--- config.mk ---
export PLATFORM = sky130hd
export DESIGN_NAME = velocity_cell_update_ctrl
export DESIGN_NICKNAME = d
export VERILOG_FILES = /design/src/rtl/velocity_cell_update_ctrl.sv
export SDC_FILE = /design/constraint.sdc
export NUM_CORES = 1
export LEC_CHECK = 0
export ABC_AREA = 0
export CAP_MARGIN = 25
export CORE_AREA = 2 2 156 158
export CTS_BUF_LIST = sky130_fd_sc_hd__clkbuf_16
export CTS_CLUSTER_DIAMETER = 150
export DETAILED_ROUTE_END_ITERATION = 7
export DIE_AREA = 0 0 158 160
export GPL_TIMING_DRIVEN = 0
export PLACE_DENSITY = 0.68
export SYNTH_ARGS = -nofsm -noshare
export SYNTH_HDL_FRONTEND = slang
export SYNTH_SLANG_ARGS = --single-unit
--- constraint.sdc ---
create_clock -name clk -period 2.25 [get_ports clk]
set_input_delay 0.3375 -clock clk [delete_from_list [all_inputs] [get_ports clk]]
set_output_delay 0.3375 -clock clk [all_outputs]
set_load 0.01 [all_outputs]
--- src/rtl/velocity_cell_update_ctrl.sv ---
// -----------------------------------------------------------------------------
// velocity_cell_update_ctrl
//
// Walks one cell of the particle velocity RAM. Address 0 holds the particle
// count and addresses 1..count hold packed {vz, vy, vx} velocity words. Each
// velocity is read, handed to the motion-update unit over a ready/valid link,
// and the returned value is written back to the same address.
//
// Optional feature macro: VELOCITY_WRITEBACK_EN
//   defined   : the WRITE state pulses mem_wren for one cycle per particle.
//   undefined : the pass sequences with identical timing but mem_wren stays
//               low, so velocities are only streamed out (read-only pass).
//
// Ports
//   clk, rst        : clock, synchronous active-high reset
//   start           : begin one pass (ignored while busy)
//   busy, done      : pass in progress / one-cycle completion pulse
//   mem_address     : RAM address
//   mem_data        : RAM write data
//   mem_rden        : RAM read enable (mem_q valid one cycle later)
//   mem_wren        : RAM write enable
//   mem_q           : RAM read data
//   vel_out*        : current velocity to the motion-update unit
//   vel_in*         : updated velocity from the motion-update unit
// -----------------------------------------------------------------------------
`timescale 1ns/1ps

module velocity_cell_update_ctrl #(
    parameter int DATA_WIDTH   = 96,
    parameter int ADDR_WIDTH   = 8,
    parameter int PARTICLE_NUM = 220
) (
    input  logic                  clk,
    input  logic                  rst,
    input  logic                  start,
    output logic                  busy,
    output logic                  done,
    output logic [ADDR_WIDTH-1:0] mem_address,
    output logic [DATA_WIDTH-1:0] mem_data,
    output logic                  mem_rden,
    output logic                  mem_wren,
    input  logic [DATA_WIDTH-1:0] mem_q,
    output logic [DATA_WIDTH-1:0] vel_out,
    output logic                  vel_out_valid,
    input  logic                  vel_out_ready,
    input  logic [DATA_WIDTH-1:0] vel_in,
    input  logic                  vel_in_valid,
    output logic                  vel_in_ready
);

    // Highest usable particle address; address 0 is the count word.
    localparam logic [ADDR_WIDTH-1:0] MAX_IDX = ADDR_WIDTH'(PARTICLE_NUM - 1);

    typedef enum logic [3:0] {
        IDLE,
        RD_CNT,
        WT_CNT,
        RD_VEL,
        WT_VEL,
        SEND,
        RECV,
        WRITE,
        FIN
    } state_t;

    state_t                state, state_nxt;
    logic [ADDR_WIDTH-1:0] idx, idx_nxt;
    logic [ADDR_WIDTH-1:0] count, count_nxt;
    logic [DATA_WIDTH-1:0] vel_out_nxt;
    logic [DATA_WIDTH-1:0] mem_data_nxt;
    logic                  wr_turn, wr_turn_nxt;
    logic [ADDR_WIDTH-1:0] cnt_sat;

    // A corrupted or oversized count word must not walk past the RAM depth.
    function automatic logic [ADDR_WIDTH-1:0] sat_count(input logic [ADDR_WIDTH-1:0] raw);
        if (raw > MAX_IDX) begin
            return MAX_IDX;
        end
        return raw;
    endfunction

    assign cnt_sat = sat_count(mem_q[ADDR_WIDTH-1:0]);

    always_ff @(posedge clk) begin
        if (rst) begin
            state    <= IDLE;
            idx      <= '0;
            count    <= '0;
            vel_out  <= '0;
            mem_data <= '0;
            wr_turn  <= 1'b0;
        end else begin
            state    <= state_nxt;
            idx      <= idx_nxt;
            count    <= count_nxt;
            vel_out  <= vel_out_nxt;
            mem_data <= mem_data_nxt;
            wr_turn  <= wr_turn_nxt;
        end
    end

    always_comb begin
        state_nxt     = state;
        idx_nxt       = idx;
        count_nxt     = count;
        vel_out_nxt   = vel_out;
        mem_data_nxt  = mem_data;
        wr_turn_nxt   = wr_turn;
        busy          = 1'b1;
        done          = 1'b0;
        mem_address   = '0;
        mem_rden      = 1'b0;
        mem_wren      = 1'b0;
        vel_out_valid = 1'b0;
        vel_in_ready  = 1'b0;

        case (state)
            IDLE: begin
                busy = 1'b0;
                if (start) begin
                    state_nxt = RD_CNT;
                end
            end

            RD_CNT: begin
                mem_rden  = 1'b1;
                state_nxt = WT_CNT;
            end

            WT_CNT: begin
                count_nxt = cnt_sat;
                if (cnt_sat == '0) begin
                    state_nxt = FIN;
                end else begin
                    idx_nxt   = ADDR_WIDTH'(1);
                    state_nxt = RD_VEL;
                end
            end

            RD_VEL: begin
                mem_address = idx;
                mem_rden    = 1'b1;
                state_nxt   = WT_VEL;
            end

            WT_VEL: begin
                vel_out_nxt = mem_q;
                state_nxt   = SEND;
            end

            SEND: begin
                vel_out_valid = 1'b1;
                if (vel_out_ready) begin
                    state_nxt = RECV;
                end
            end

            RECV: begin
                vel_in_ready = 1'b1;
                if (vel_in_valid) begin
                    mem_data_nxt = vel_in;
                    state_nxt    = WRITE;
                end
            end

            // WRITE spans two cycles: the write strobe, then a turnaround
            // cycle with both enables low before the next read is issued.
            WRITE: begin
                mem_address = idx;
                if (!wr_turn) begin
`ifdef VELOCITY_WRITEBACK_EN
                    mem_wren = 1'b1;
`endif
                    wr_turn_nxt = 1'b1;
                end else begin
                    wr_turn_nxt = 1'b0;
                    if (idx == count) begin
                        state_nxt = FIN;
                    end else begin
                        idx_nxt   = idx + ADDR_WIDTH'(1);
                        state_nxt = RD_VEL;
                    end
                end
            end

            FIN: begin
                done      = 1'b1;
                state_nxt = IDLE;
            end

            default: begin
                state_nxt = IDLE;
            end
        endcase
    end

endmodule

==> results.json, run 1 <==
{
  "synth_edf_count": 0,
  "synth_largest_area_cell": "dfxtp_1",
  "synthTopCellsByCount": "nand2_1, dfxtp_1, a21oi_1",
  "area_growth_pct": 66.37,
  "clk_latency_ps": 520,
  "status": "finished, final reports clean",
  "synthFlopType": "dfxtp_1",
  "seq_area_frac_synth": 0.5460,
  "synth_cell_types": 48,
  "hpwl_mm": 22.21,
  "ys_top_cells_by_area": "dfxtp_1, nand2_1, a21oi_1, clkbuf_1, nor2_1",
  "synth.avg_cell_area_um2": 7.849,
  "synth_area_um2": 7810,
  "yosys_register_bits": 213,
  "die-area_um2": 25280,
  "cp-end-kind": "primary output",
  "die_y_um": 160,
  "clockRootBuffer": "clkbuf_16",
  "overflow": 0,
  "fp-row-count": 57,
  "setup_viol": 0,
  "cts_tree": "built",
  "drive_gt1_frac": 0.05358,
  "ir_drop_v": 0.0005396,
  "rsz0062_at_grt": "true",
  "grt_pass1_vias": 8004,
  "grt.met3_usage": 0.07354,
  "relSlewSlack": 0.4913,
  "nets": 1619,
  "path_max_fanout": 10,
  "h-tree-depth": 1,
  "use_met1": 0.2494,
  "yosysTopAreaCellShare": 0.5460,
  "grt_pass1_wl_mm": 43.43,
  "ant_nets": 0,
  "coreArea_um2": 23820,
  "chipWidth_um": 158,
  "syn_nets": 1193,
  "p_leak_nw": 4.472,
  "start_kind": "flip-flop",
  "grt_busiest_layer": "met2",
  "required_ps": 1910,
  "drc": 0,
  "firstDrtPassIters": 4,
  "fin_skew_ps": 24.39,
  "finalCriticalPeriod_ps": 2157,
  "cts.sink_count": 213,
  "start_util": 0.3279,
  "finalWirelength_mm": 29.28,
  "fmax_mhz": 463.5,
  "grt.total_usage": 0.2195,
  "vias": 8175,
  "vias_per_cell": 4.642,
  "cap_violations": 0,
  "drtIter0Drc": 389,
  "wl_per_cell_um": 16.63,
  "ios": 403,
  "grt_max_degree": 14,
  "arrival_ps": 1820,
  "antenna_found_initial": 0,
  "synthArstFlopShare": 0,
  "holdWs_ps": 358.3,
  "clk_pin_slew_ps": 60,
  "numCtsBuffers": 23,
  "slew_viol_final": 0,
  "yosysWarnings": 0,
  "total_power_mw": 9.818,
  "place.port_buffers": 401,
  "min_path_type": "in2reg",
  "cts_buffer_depth": 3,
  "post_cts_buffers": 0,
  "min_period_over_period": 0.9588,
  "p_per_area_nw_per_um2": 755.6,
  "hold_viol": 0,
  "synthesis.instances": 995,
  "yosysMostFrequentCell": "nand2_1",
  "antenna_cells": 0,
  "worst-slew-pin-transition_ps": 763.0,
  "grtUsageMet2": 0.3866,
  "gp_congestion": 0.8566,
  "crit_type": "reg2out"
}
## layout make-up
class                   instances  area, µm²
plain buffers                  71      327.8
clock buffers                  23      575.6
clock inverters                18      155.1
fillers                      2303      10830
inverters                       4      15.01
multi-input cells             707       3249
flip-flops and latches        213       4264
well taps                     324      405.4
repair buffers                401       4001
## power by group
part           internal [mW]  switching (mW)
clock                   2.19            1.54
combinational          0.965           0.990
sequential              3.99           0.138
## path summary, 6_finish.rpt
path                    from        endpoint  slack, ps  depth (start not counted)
hold / removal    vel_in[49]    mem_data[49]        360                          3
setup / recovery    state[3]  mem_address[2]         90                          5
hold reg to reg   vel_out[7]      vel_out[7]        450                          2
setup reg to reg    state[0]    mem_data[91]        190                          7
## registers in the layout, summed over array words and instances (netlist names)
name / cells
vel_out: 96
count: 8
idx: 8
wr_turn: 1
state: 4
mem_data: 96
## timing repair
action                                  CTS  global route
hold endpoints to repair                  0             0
cloned                                    0             0
endpoints found under the setup margin   75            87
resized for setup                        19            25
hold buffers                              0             0
## kinds of logic after synthesis
| logic type | share of synthesized area |
|---|---|
| simple gates | 0.2475 |
| compound gates | 0.1500 |
| flops | 0.5460 |
| buf+inv | 0.04181 |
| xor+xnor | 0.01122 |
| fa+ha+maj | 0.001602 |
| other cells | 0.0004802 |
| mux | 0.001442 |
## stage by stage
stage | TNS, ps | setup slack, ps | area [µm²] | util | cells
2_1_floorplan | 0 | 484.0 | 7810 | - | 995
3_3_place_gp | -68930 | -660.0 | 12230 | 0.5134 | 1720
3_5_place_dp | -67740 | -682.3 | 12230 | 0.5134 | 1720
4_1_cts | 0 | 0.08193 | 12960 | 0.5443 | 1761
5_1_grt | -12.87 | -11.16 | 12990 | 0.5455 | 1761
6_report | 0 | 92.70 | 12990 | 0.5455 | 1761
## cells in the final DEF (no fill, tap or decap), types with 2 or more instances in the layout
master	synthesis	final
a21oi_1	197	197
or3_1	3	3
clkinv_1	0	6
o21ai_0	4	4
xnor2_1	8	8
xor2_1	2	2
buf_2	12	12
nor4_1	2	2
dlygate4sd2_1	0	6
clkdlybuf4s50_1	0	388
inv_1	4	9
nor3b_1	2	2
nor3_1	11	10
a21o_1	3	3
clkdlybuf4s15_1	0	6
o22ai_1	2	2
clkbuf_2	0	14
nand4_1	2	2
nor4b_1	2	2
and2_1	8	8
nand3_1	6	6
buf_4	8	8
bufinv_16	0	3
nand3b_1	2	2
nor2_1	22	21
o31ai_1	2	2
a31oi_1	2	2
nand2b_1	2	2
clkbuf_1	44	38
clkbuf_16	0	23
a22oi_1	2	2
dfxtp_1	213	213
nand2_1	399	398
or3_4	2	2
and3_1	3	3
clkinv_2	0	3
## worst max-delay path: stages, from the launching register on
cell and delay, ps:
dfxtp_1 330, buf_4 190, or2b_4 300, nor2_4 130, and2_1 140, clkdlybuf4s15_1 230
## per-layer routing
layer  part of all wire  wire length, µm  vias up
met5                  0                0        -
met4              0.027              802        0
met3               0.10             2986       56
met2               0.48            14140      338
met1               0.39            11350     3678
li1                   -                -     4103
(Power assumes the default switching activity.)
==> inputs of run 2 (changes only) <==
Settings changed: SKIP_LAST_GASP set to 1.
==> results.json, run 2 (synthesis results as in run 1) <==
{
  "fin_util": 0.5455,
  "seqPwrFrac": 0.421,
  "drive_gt1_frac": 0.05289,
  "start_util": 0.3279,
  "finalSetupTns_ps": 0,
  "h-tree-depth": 1,
  "chipWidth_um": 158,
  "p_sw_mw": 2.659,
  "finalWirelength_mm": 29.28,
  "fin_skew_ps": 24.14,
  "grt_busiest_layer": "met2",
  "rsz0062_at_grt": "true",
  "clk_latency_ps": 520,
  "top_regs": "mem_data (96), vel_out (96)",
  "whs_path_depth": 3,
  "hold_viol": 0,
  "gp_congestion": 0.8566,
  "r2r_slack_ps": 140,
  "setup_viol": 0,
  "wl_per_cell_um": 16.62,
  "hold_path_end": "mem_data[49]",
  "dpl_worst_slack_ps": -682.3,
  "clk_pin_slew_ps": 60,
  "antenna_found_initial": 0,
  "place.port_buffers": 401,
  "slew_viol_final": 0,
  "ios": 403,
  "relSlewSlack": 0.4577,
  "vias": 8178,
  "cts.sink_count": 213,
  "total_power_mw": 9.804,
  "start_kind": "flip-flop",
  "grt_max_degree": 14,
  "p_per_area_nw_per_um2": 754.4,
  "coreArea_um2": 23820,
  "power.share.clock": 0.380,
  "min_period_over_period": 0.9652,
  "power_frac_comb": 0.198,
  "crit_chain": "buf_4 -> or2b_4 -> nor2_4 -> and2_1 -> dlygate4sd2_1",
  "vias_per_cell": 4.644,
  "die-area_um2": 25280,
  "layout_setup_ws_ps": 78.21,
  "crit_type": "reg2out",
  "grt_pass1_vias": 8002,
  "p_leak_nw": 4.505,
  "reg2reg_to": "count[4]",
  "cts_tree": "built",
  "internal_power_mw": 7.144,
  "switching_share": 0.2712,
  "max_stage_delay_ps": 330,
  "slowest_stage": "dfxtp_1",
  "reg2regPathDepth": 5,
  "arrival_ps": 1830,
  "grt.total_usage": 0.2193,
  "die_y_um": 160,
  "cp-end-kind": "primary output",
  "drc": 0,
  "antenna_cells": 0,
  "grtUsageMet2": 0.3864,
  "overflow": 0,
  "fmax_mhz": 460.4,
  "required_ps": 1910,
  "firstDrtPassIters": 4,
  "hpwl_mm": 22.21,
  "worst-slew-pin-transition_ps": 811.4,
  "ant_nets": 0,
  "min_path_type": "in2reg",
  "cap_violations": 0,
  "path_max_fanout": 10,
  "clockRootBuffer": "clkbuf_16",
  "fp-row-count": 57,
  "cts_buffer_depth": 3,
  "mostFrequentLayoutCells": "nand2_1, clkdlybuf4s50_1, dfxtp_1",
  "ir_drop_v": 0.0005404,
  "grt_pass1_wl_mm": 43.40,
  "grt.met3_usage": 0.07354,
  "numCtsBuffers": 23,
  "r2r-start": "state[0]",
  "final_common_cell": "nand2_1",
  "use_met1": 0.2492,
  "area_growth_pct": 66.39,
  "status": "finished, final reports clean",
  "finalCriticalPeriod_ps": 2172,
  "min_from": "vel_in[49]",
  "drtIter0Drc": 355,
  "nets": 1619
}
## run 2: changes by cell type in the layout (fill, tap and decap cells not counted)
cell	previous run	this run
nor4b_4	1	0
dlymetal6s2s_1	0	2
clkbuf_2	14	13
clkdlybuf4s15_1	6	5
nor4b_2	0	1
## run 2: routing by layer
metal | part of all wire | up-vias
met1 | 0.39 | 3686
li1 | - | 4108
met5 | 0 | -
met3 | 0.10 | 54
met4 | 0.027 | 0
met2 | 0.48 | 330
## run 2: worst max-delay path, delay by kind of cell, from the launching register on
family,cells,cell delay [ps]
DFF,1,330
buffers and inverters,2,450
and+or+nand+nor,3,560
## run 2: power by group through the flow
stage | registers (mW) | clock network [mW] | logic (mW)
CTS | 4.13 | 3.82 | 1.94
finish | 4.13 | 3.73 | 1.94
floorplan | 4.26 | 0 | 0.847
detailed placement | 4.21 | 0 | 1.93
global placement | 4.21 | 0 | 1.93
global route | 4.16 | 3.98 | 2.13
## run 2: metrics by stage
stage | instances | cell area, µm² | hold WS [ps]
2_1_floorplan | 995 | 7810 | 444.4
3_5_place_dp | 1720 | 12230 | 445.7
6_report | 1761 | 13000 | 358.2
4_1_cts | 1761 | 12960 | 344.4
3_3_place_gp | 1720 | 12230 | 440.8
5_1_grt | 1761 | 13000 | 352.4
## run 2: how the worst max path moves through the flow
stage	endpoint	start	slack, ps
6_report	mem_address[5]	state[3]	80
5_1_grt	mem_address[5]	state[3]	-30
4_1_cts	mem_address[7]	state[3]	-210
3_5_place_dp	mem_data[75]	rst	-680
3_3_place_gp	mem_data[76]	rst	-660
2_1_floorplan	mem_data[80]	state[2]	480
## run 2: layout make-up
cell class	instances	area, µm²
inverters	4	15.01
flip-flops and latches	213	4264
well taps	324	405.4
multi-input cells	707	3241
fillers	2306	10830
repair buffers	401	4011
clock inverters	18	155.1
plain buffers	71	327.8
clock buffers	23	575.6
## run 2: repair_timing
item / CTS / global route
hold buffers: 0 / 0
hold endpoints to repair: 0 / 0
resized for setup: 15 / 25
setup buffers: 0 / 0
setup endpoints to repair: 75 / 87
==> inputs of run 3 (changes only) <==
--- a/config.mk
+++ b/config.mk
@@ -8,3 +8,3 @@
 export ABC_AREA = 0
-export CAP_MARGIN = 25
+export CAP_MARGIN = 20
 export CORE_AREA = 2 2 156 158
--- a/constraint.sdc
+++ b/constraint.sdc
@@ -3,2 +3,2 @@
 set_output_delay 0.3375 -clock clk [all_outputs]
-set_load 0.01 [all_outputs]
+set_load 0.1 [all_outputs]
==> results.json, run 3 (synthesis results as in run 1) <==
{
  "dp_cells": 1720,
  "coreArea_um2": 23820,
  "dpl_worst_slack_ps": -663.7,
  "fp-row-count": 57,
  "slew_viol_final": 0,
  "wl_met3_mm": 2.716,
  "cap_violations": 0,
  "hpwl_mm": 22.34,
  "grt_pass1_vias": 7955,
  "worst-slew-pin-transition_ps": 1116,
  "cts_tree": "built",
  "hold_viol": 0,
  "rsz0062_at_grt": "true",
  "die_y_um": 160,
  "internal_power_mw": 7.068,
  "wl_met2_mm": 14.59,
  "firstDrtPassIters": 4,
  "layout.cells.non_filler": 1765,
  "drtIter0Drc": 391,
  "post_cts_buffers": 0,
  "grt_max_degree": 13,
  "power_frac_comb": 0.286,
  "cts.sink_count": 213,
  "start_kind": "flip-flop",
  "setup_viol": 0,
  "ant_nets": 0,
  "chipWidth_um": 158,
  "path_max_fanout": 10,
  "power.share.clock": 0.340,
  "reg2regPathDepth": 8,
  "total_power_mw": 11.02,
  "start_util": 0.3279,
  "relSlewSlack": 0.2587,
  "ir_drop_v": 0.0006404,
  "overflow": 0,
  "min_path_type": "in2reg",
  "fin_skew_ps": 9.503,
  "finalWirelength_mm": 29.37,
  "antenna_found_initial": 1,
  "p_per_area_nw_per_um2": 855.2,
  "finalCriticalPeriod_ps": 2215,
  "die-area_um2": 25280,
  "vias": 8210,
  "status": "finished, final reports clean",
  "arrival_ps": 1880,
  "place.port_buffers": 401,
  "nets": 1620,
  "vias_per_cell": 4.652,
  "grt_pass1_wl_mm": 43.88,
  "whs_path_depth": 3,
  "numCtsBuffers": 24,
  "top_regs": "mem_data (96), vel_out (96)",
  "p_leak_nw": 5.436,
  "drc": 0,
  "clk_latency_ps": 510,
  "ios": 403,
  "switching_share": 0.3585,
  "cp-end-kind": "primary output",
  "maxUsedRoutingLayer": "met4",
  "wl_met1_mm": 11.40,
  "h-tree-depth": 1,
  "fmax_mhz": 451.5,
  "holdWs_ps": 372.7,
  "final_common_cell": "nand2_1",
  "drive_gt1_frac": 0.06875,
  "cts_buffer_depth": 3,
  "grt.total_usage": 0.2218,
  "gp_congestion": 0.8289,
  "mostFrequentLayoutCells": "nand2_1, dfxtp_1, a21oi_1",
  "min_period_over_period": 0.9844,
  "layout_setup_ws_ps": 35.15,
  "clockRootBuffer": "clkbuf_16",
  "area_growth_pct": 64.95,
  "seqPwrFrac": 0.375,
  "p_sw_mw": 3.950,
  "clk_pin_slew_ps": 60,
  "crit_type": "reg2out",
  "required_ps": 1910,
  "wl_per_cell_um": 16.64
}
## run 3: changes by cell type in the layout (fill, tap and decap cells not counted), sizes merged, moves of 2 or more
cell | before | now
dlygate4sd2 | 6 | 192
clkinv | 9 | 11
dlymetal6s2s | 2 | 0
buf | 20 | 31
clkbuf | 74 | 78
clkdlybuf4s15 | 5 | 0
clkdlybuf4s50 | 388 | 196
## run 3: timing repair
action                                  4_1_cts  5_1_grt
endpoints found under the setup margin      219      104
pin swaps                                     0        1
gates resized for setup                     275       44
cloned                                        0        0
hold buffers                                  0        0
## run 3: path summary, 6_finish.rpt
path | start | endpoint | slack [ps]
setup / recovery | state[3] | mem_address[4] | 40
hold / removal | mem_q[12] | vel_out[12] | 370
setup reg to reg | state[1] | vel_out[92] | 200
hold reg to reg | mem_data[4] | mem_data[4] | 450
## run 3: power groups by stage
stage	combinational [mW]	clock, mW	sequential (mW)
after floorplan	1.07	0	5.36
after CTS	3.14	3.85	4.13
after global routing	3.33	3.99	4.15
after detailed placement	3.25	0	4.22
final	3.15	3.74	4.13
after global placement	3.24	0	4.21
## run 3: layout make-up
class	instances	area, µm²
clock inverter	19	127.6
sequential	213	4264
tap	324	405.4
buffer	71	346.6
multi-input combinational	707	3277
clock buffer	25	625.6
timing repair buffer	401	3819
antenna	1	2.502
inverter	4	15.01
fill	2367	10940
## run 3: worst max-delay path: stages (launching register included)
cell and delay [ps]:
dfxtp_1 340, buf_6 160, or2b_4 300, nor2_4 170
and2_1 210, buf_12 190
## run 3: stage by stage
| stage | utilization | TNS (ps) | instance area, µm² |
|---|---|---|---|
| 2_1_floorplan | - | -397.2 | 7853 |
| 3_3_place_gp | 0.5152 | -68800 | 12270 |
| 3_5_place_dp | 0.5152 | -65720 | 12270 |
| 4_1_cts | 0.5362 | -27.60 | 12770 |
| 5_1_grt | 0.5408 | -163.9 | 12880 |
| 6_report | 0.5408 | 0 | 12880 |
## run 3: layer usage
| metal | vias to the layer above | track usage |
|---|---|---|
| li1 | 4112 | - |
| met1 | 3745 | 0.2441 |
| met2 | 309 | 0.4043 |
| met3 | 44 | 0.07083 |
| met4 | 0 | 0.06306 |
| met5 | - | 0 |
